File: src/rtl/fetch_stage.sv
// Instruction fetch + IF/ID register: drives a sync-read imem and registers fetched words for decode.
// Latency: an instruction reaches IF/ID two edges after its address is presented (1 mem + 1 reg).
// Backpressure: stall holds PC and IF/ID, and a one-entry skid captures the in-flight read so release is bubble-free.
module fetch_stage #(
    parameter logic [31:0] RESET_PC  = 32'h0000_0000,
    parameter logic [31:0] NOP_INSTR = 32'h0000_0013
) (
    input  logic        clk,
    input  logic        reset,
    input  logic        stall,
    input  logic        branch_taken,
    input  logic [31:0] branch_target,
    output logic        imem_req,
    output logic [31:0] imem_addr,
    input  logic [31:0] imem_rdata,
    output logic [31:0] if_id_instruction,
    output logic [31:0] if_id_pc,
    output logic        if_id_valid
);

    // Next address to present to memory.
    logic [31:0] pc;
    // A read was issued last cycle; imem_rdata now carries the word for rsp_pc.
    logic        rsp_valid;
    logic [31:0] rsp_pc;
    // Hold buffer for a read that completed while decode was stalled.
    logic        skid_valid;
    logic [31:0] skid_instr;
    logic [31:0] skid_pc;

    logic [31:0] target_aligned;
    assign target_aligned = {branch_target[31:2], 2'b00};

    // Memory request: a redirect always fetches its target (even under stall); a stall suppresses the read.
    always_comb begin
        imem_req  = 1'b0;
        imem_addr = pc;
        if (!reset) begin
            if (branch_taken) begin
                imem_req  = 1'b1;
                imem_addr = target_aligned;
            end else if (!stall) begin
                imem_req  = 1'b1;
            end
        end
    end

    // Fetch state and IF/ID register update; priority is reset > redirect > stall > normal.
    always_ff @(posedge clk) begin
        if (reset) begin
            pc                <= RESET_PC;
            rsp_valid         <= 1'b0;
            rsp_pc            <= 32'h0000_0000;
            skid_valid        <= 1'b0;
            skid_instr        <= NOP_INSTR;
            skid_pc           <= 32'h0000_0000;
            if_id_valid       <= 1'b0;
            if_id_instruction <= NOP_INSTR;
            if_id_pc          <= 32'h0000_0000;
        end else if (branch_taken) begin
            // Flush: anything in flight or parked in the skid belongs to the wrong path.
            pc                <= imem_addr + 32'd4;
            rsp_valid         <= 1'b1;
            rsp_pc            <= imem_addr;
            skid_valid        <= 1'b0;
            if_id_valid       <= 1'b0;
            if_id_instruction <= NOP_INSTR;
        end else if (stall) begin
            // Park the read returning now; no new read is issued, so nothing else can arrive.
            if (rsp_valid && !skid_valid) begin
                skid_valid <= 1'b1;
                skid_instr <= imem_rdata;
                skid_pc    <= rsp_pc;
            end
            rsp_valid <= 1'b0;
        end else begin
            pc        <= imem_addr + 32'd4;
            rsp_valid <= 1'b1;
            rsp_pc    <= imem_addr;
            if (skid_valid) begin
                if_id_valid       <= 1'b1;
                if_id_instruction <= skid_instr;
                if_id_pc          <= skid_pc;
                skid_valid        <= 1'b0;
            end else if (rsp_valid) begin
                if_id_valid       <= 1'b1;
                if_id_instruction <= imem_rdata;
                if_id_pc          <= rsp_pc;
            end else begin
                if_id_valid       <= 1'b0;
                if_id_instruction <= NOP_INSTR;
            end
        end
    end

    // A live response and a parked word together would mean one of them gets dropped.
    a_no_rsp_and_skid: assert property (@(posedge clk) disable iff (reset)
        !stall |-> !(rsp_valid && skid_valid));

endmodule
File: config.mk
export PLATFORM = sky130hd
export DESIGN_NAME = fetch_stage
export DESIGN_NICKNAME = d
export VERILOG_FILES = /design/src/rtl/fetch_stage.sv
export SDC_FILE = /design/constraint.sdc
export NUM_CORES = 1
export LEC_CHECK = 0
export CORE_ASPECT_RATIO = 1.5
export CORE_MARGIN = 3
export CORE_UTILIZATION = 34
export CTS_CLUSTER_SIZE = 40
export DETAILED_ROUTE_END_ITERATION = 7
export DONT_BUFFER_PORTS = 1
export SLEW_MARGIN = 20
export SYNTH_ARGS = -nofsm -noshare
export SYNTH_HDL_FRONTEND = slang
export SYNTH_SLANG_ARGS = --single-unit
File: constraint.sdc
create_clock -name clk -period 9.4 [get_ports clk]
set_clock_uncertainty 0.05 [all_clocks]
set_input_delay 1.88 -clock clk [delete_from_list [all_inputs] [get_ports clk]]
set_output_delay 1.88 -clock clk [all_outputs]
set_load 0.01 [all_outputs]
==> metrics <==
fmax=181.8 MHz; Ant. Diodes=0; grt ovf=0; hold buffers post-CTS=0; die width=135.9 um; worst vdd ir=0.1351 mV; number of remaining DRC errors=0; met2 Usage GRT=29.29%; TNS Setup=0 ns; cts repair resizes=0; Synth Area in Compound Gates=16.35%; # IOs=166; Clock Sinks=193; CP Class=in -> out; clk buf depth=2; gpl congestion=0.8169; number of global-route vias before repair=6,641; sequential fraction of the synthesis area=44.92%; Reg clk slew, reported paths=0.07 ns; initial antenna violation count=1; row cnt=70; WP data required=7.47 ns; HP Class=reg -> reg; Slew @ Worst Pin=1.098 ns; met3 Usage GRT=5.792%; pin count of the biggest net entering global routing=139; CP endpoint kind=output port; chip height=200.8 um; combinational share of power=8.2%; final net count=1,120; total CTS buffers=17; switching share of total power=27.01%; Worst R2R Setup Slack=6.30 ns; FFs w/ async S/R, synth=0%; RSZ-0062 raised after global routing=false; Core Area=24,610 um2; Reg2Reg Capture Point=pc[28]; Layout area overhead=8.640%; Yosys warning total=0; P_int=1.283 mW; Hold Path Depth=2; drt pass-1 iters=6; depth of the CTS H-tree=4; Most used DFF post-synth=dfxtp_1; Flop pwr share=50.1%; Pins Over Slew Limit=0; drt via density=5.174; Adder-Cell Fraction of Synth Area=0.1455%; worst path arrival time=3.57 ns; drt total wl=24,020 um; post-DP HPWL=15,740 um; clk root buf=clkbuf_16; Place WS=3.920 ns; die area=27,280 um2; Synth Area in Simple Gates=23.23%; routed via count=7,182; cell area after synthesis=8602 um2; Hold Path End=skid_instr[11]; port bufs=0; clock group share of total power=41.7%; slew margin rel.=26.80%; Psw=0.4747 mW; most crowded layer after global routing=met2; WL per Instance=17.30 um; global-route wire length before repair=37,730 um; Final Cycle Share=58.51%; main combinational cell family by area after synthesis=simple AND/OR/NAND/NOR gates; Hold Path Origin=skid_instr[11]; CTS tree=built; Reg2Reg Depth=9; Post-synth EDFFs=0; Clk Latency, worst-skew pair=0.44 ns; DR iter-0 viols=395; Synthesized Nets=1,174; outcome=finished clean; setup violators final=0; total power per unit cell area=188.1 nW/um2; register bit count reported by yosys=193; starting density of the core=34.95%; All-Layer GR Usage=17.51%; met1 Track Usage GR=20.96%; post-synthesis cell type count=56; P_leak=3.357 nW; mean area per synthesized cell=7.785 um2; final hold violations=0; layout cell share with drive strength beyond 1=5.169%; max-cap violation count=0; Detail Route Antenna Nets=0; mux cell area share after synthesis=8.582%; post-CTS setup buffers=0; Mapped Cells=1,105; Critical Path Fanout Max=47; xor/xnor share of the synthesized area=1.629%; Final min period=5.500 ns; FF-to-FF Start=pc[2]; startpoint types=input port; Setup WS post-layout=3.900 ns
[power by group through the flow]
stage | Clock, mW | Combinational, mW | Sequential, mW
floorplan | 0 | 0.130 | 0.889
detailed placement | 0 | 0.147 | 0.899
global route | 0.789 | 0.164 | 0.884
finish | 0.733 | 0.145 | 0.880
global placement | 0 | 0.144 | 0.898
CTS | 0.758 | 0.147 | 0.880
[state kept, by name, indices dropped and copies added (netlist names)]
name / count
if_id_instruction: 32
if_id_valid: 1
skid_valid: 1
skid_instr: 32
skid_pc: 32
rsp_valid: 1
pc: 32
rsp_pc: 30
if_id_pc: 32
[worst max-delay path by stage]
stage                 startpoint             to  slack (ns)  cells after the start
floorplan           branch_taken  imem_addr[14]        4.14                      8
global placement    branch_taken       imem_req        3.94                      3
detailed placement  branch_taken       imem_req        3.92                      3
CTS                 branch_taken       imem_req        3.90                      3
global route        branch_taken       imem_req        3.77                      3
finish              branch_taken       imem_req        3.90                      3
[logic make-up (layout without fill, tap and decap cells)]
group / count (synthesis) / after routing
multiplexers: 73 / 73
buffers and inverters: 111 / 70
XOR/XNOR: 16 / 16
adder cells (fa/ha/maj): 1 / 1
AO/OA/AOI/OAI: 233 / 233
AND/OR/NAND/NOR: 478 / 478
flip-flops: 193 / 193
[layout by cell type (no fill, tap or decap), types with 6 or more instances in the layout]
master	n
nor2_1	161
nand3b_1	8
clkbuf_16	17
xnor2_1	15
a21oi_1	131
o21ai_0	18
nand2b_1	9
nand3_1	14
buf_4	10
dfxtp_1	192
inv_1	27
a211oi_1	49
nor3_1	7
nor4_1	6
nand2_1	241
mux2i_1	69
[routing by layer]
metal	wire length (um)	up-vias
met1	9904	3341
met3	1835	29
met2	11730	177
met4	530	2
li1	-	3633
met5	13	-
[through the flow]
stage                     util [%]  hold WS [ns]  cells  instance area (um2)  power, mW
after floorplan                  -        0.3749   1105                 8602      1.019
after global placement       35.60        0.3848   1356                 8761      1.042
after detailed placement     35.60        0.3900   1356                 8761      1.046
after CTS                    37.97        0.4015   1388                 9345      1.785
after global routing         37.97        0.4152   1388                 9345      1.837
final                        37.97        0.4036   1388                 9345      1.757
[critical path, cell delays in order]
cell and delay, ns:
nand2b_2 0.66, nand2b_1 0.32, clkinv_1 0.69
[synth_stat cells, drive strengths merged (10+ instances only)]
cell type,n,share of area (%)
a211oi,49,4.3
a21oi,131,7.6
buf,12,0.83
clkbuf,71,3.1
dfxtp,193,45
inv,27,1.2
mux2i,70,8.2
nand2,241,11
nand2b,10,0.73
nand3,14,0.81
nor2,161,7.0
o21ai,21,1.2
xnor2,15,1.5
[layout make-up]
class | count | area (um2)
Inverter | 28 | 105.1
Tap cell | 324 | 405.4
Clock buffer | 18 | 439.2
Multi-Input combinational cell | 801 | 4308
Fill cell | 2546 | 15270
Sequential cell | 193 | 3867
Clock inverter | 14 | 145.1
Timing Repair Buffer | 10 | 75.07
Power figures use the tool's default switching activity.
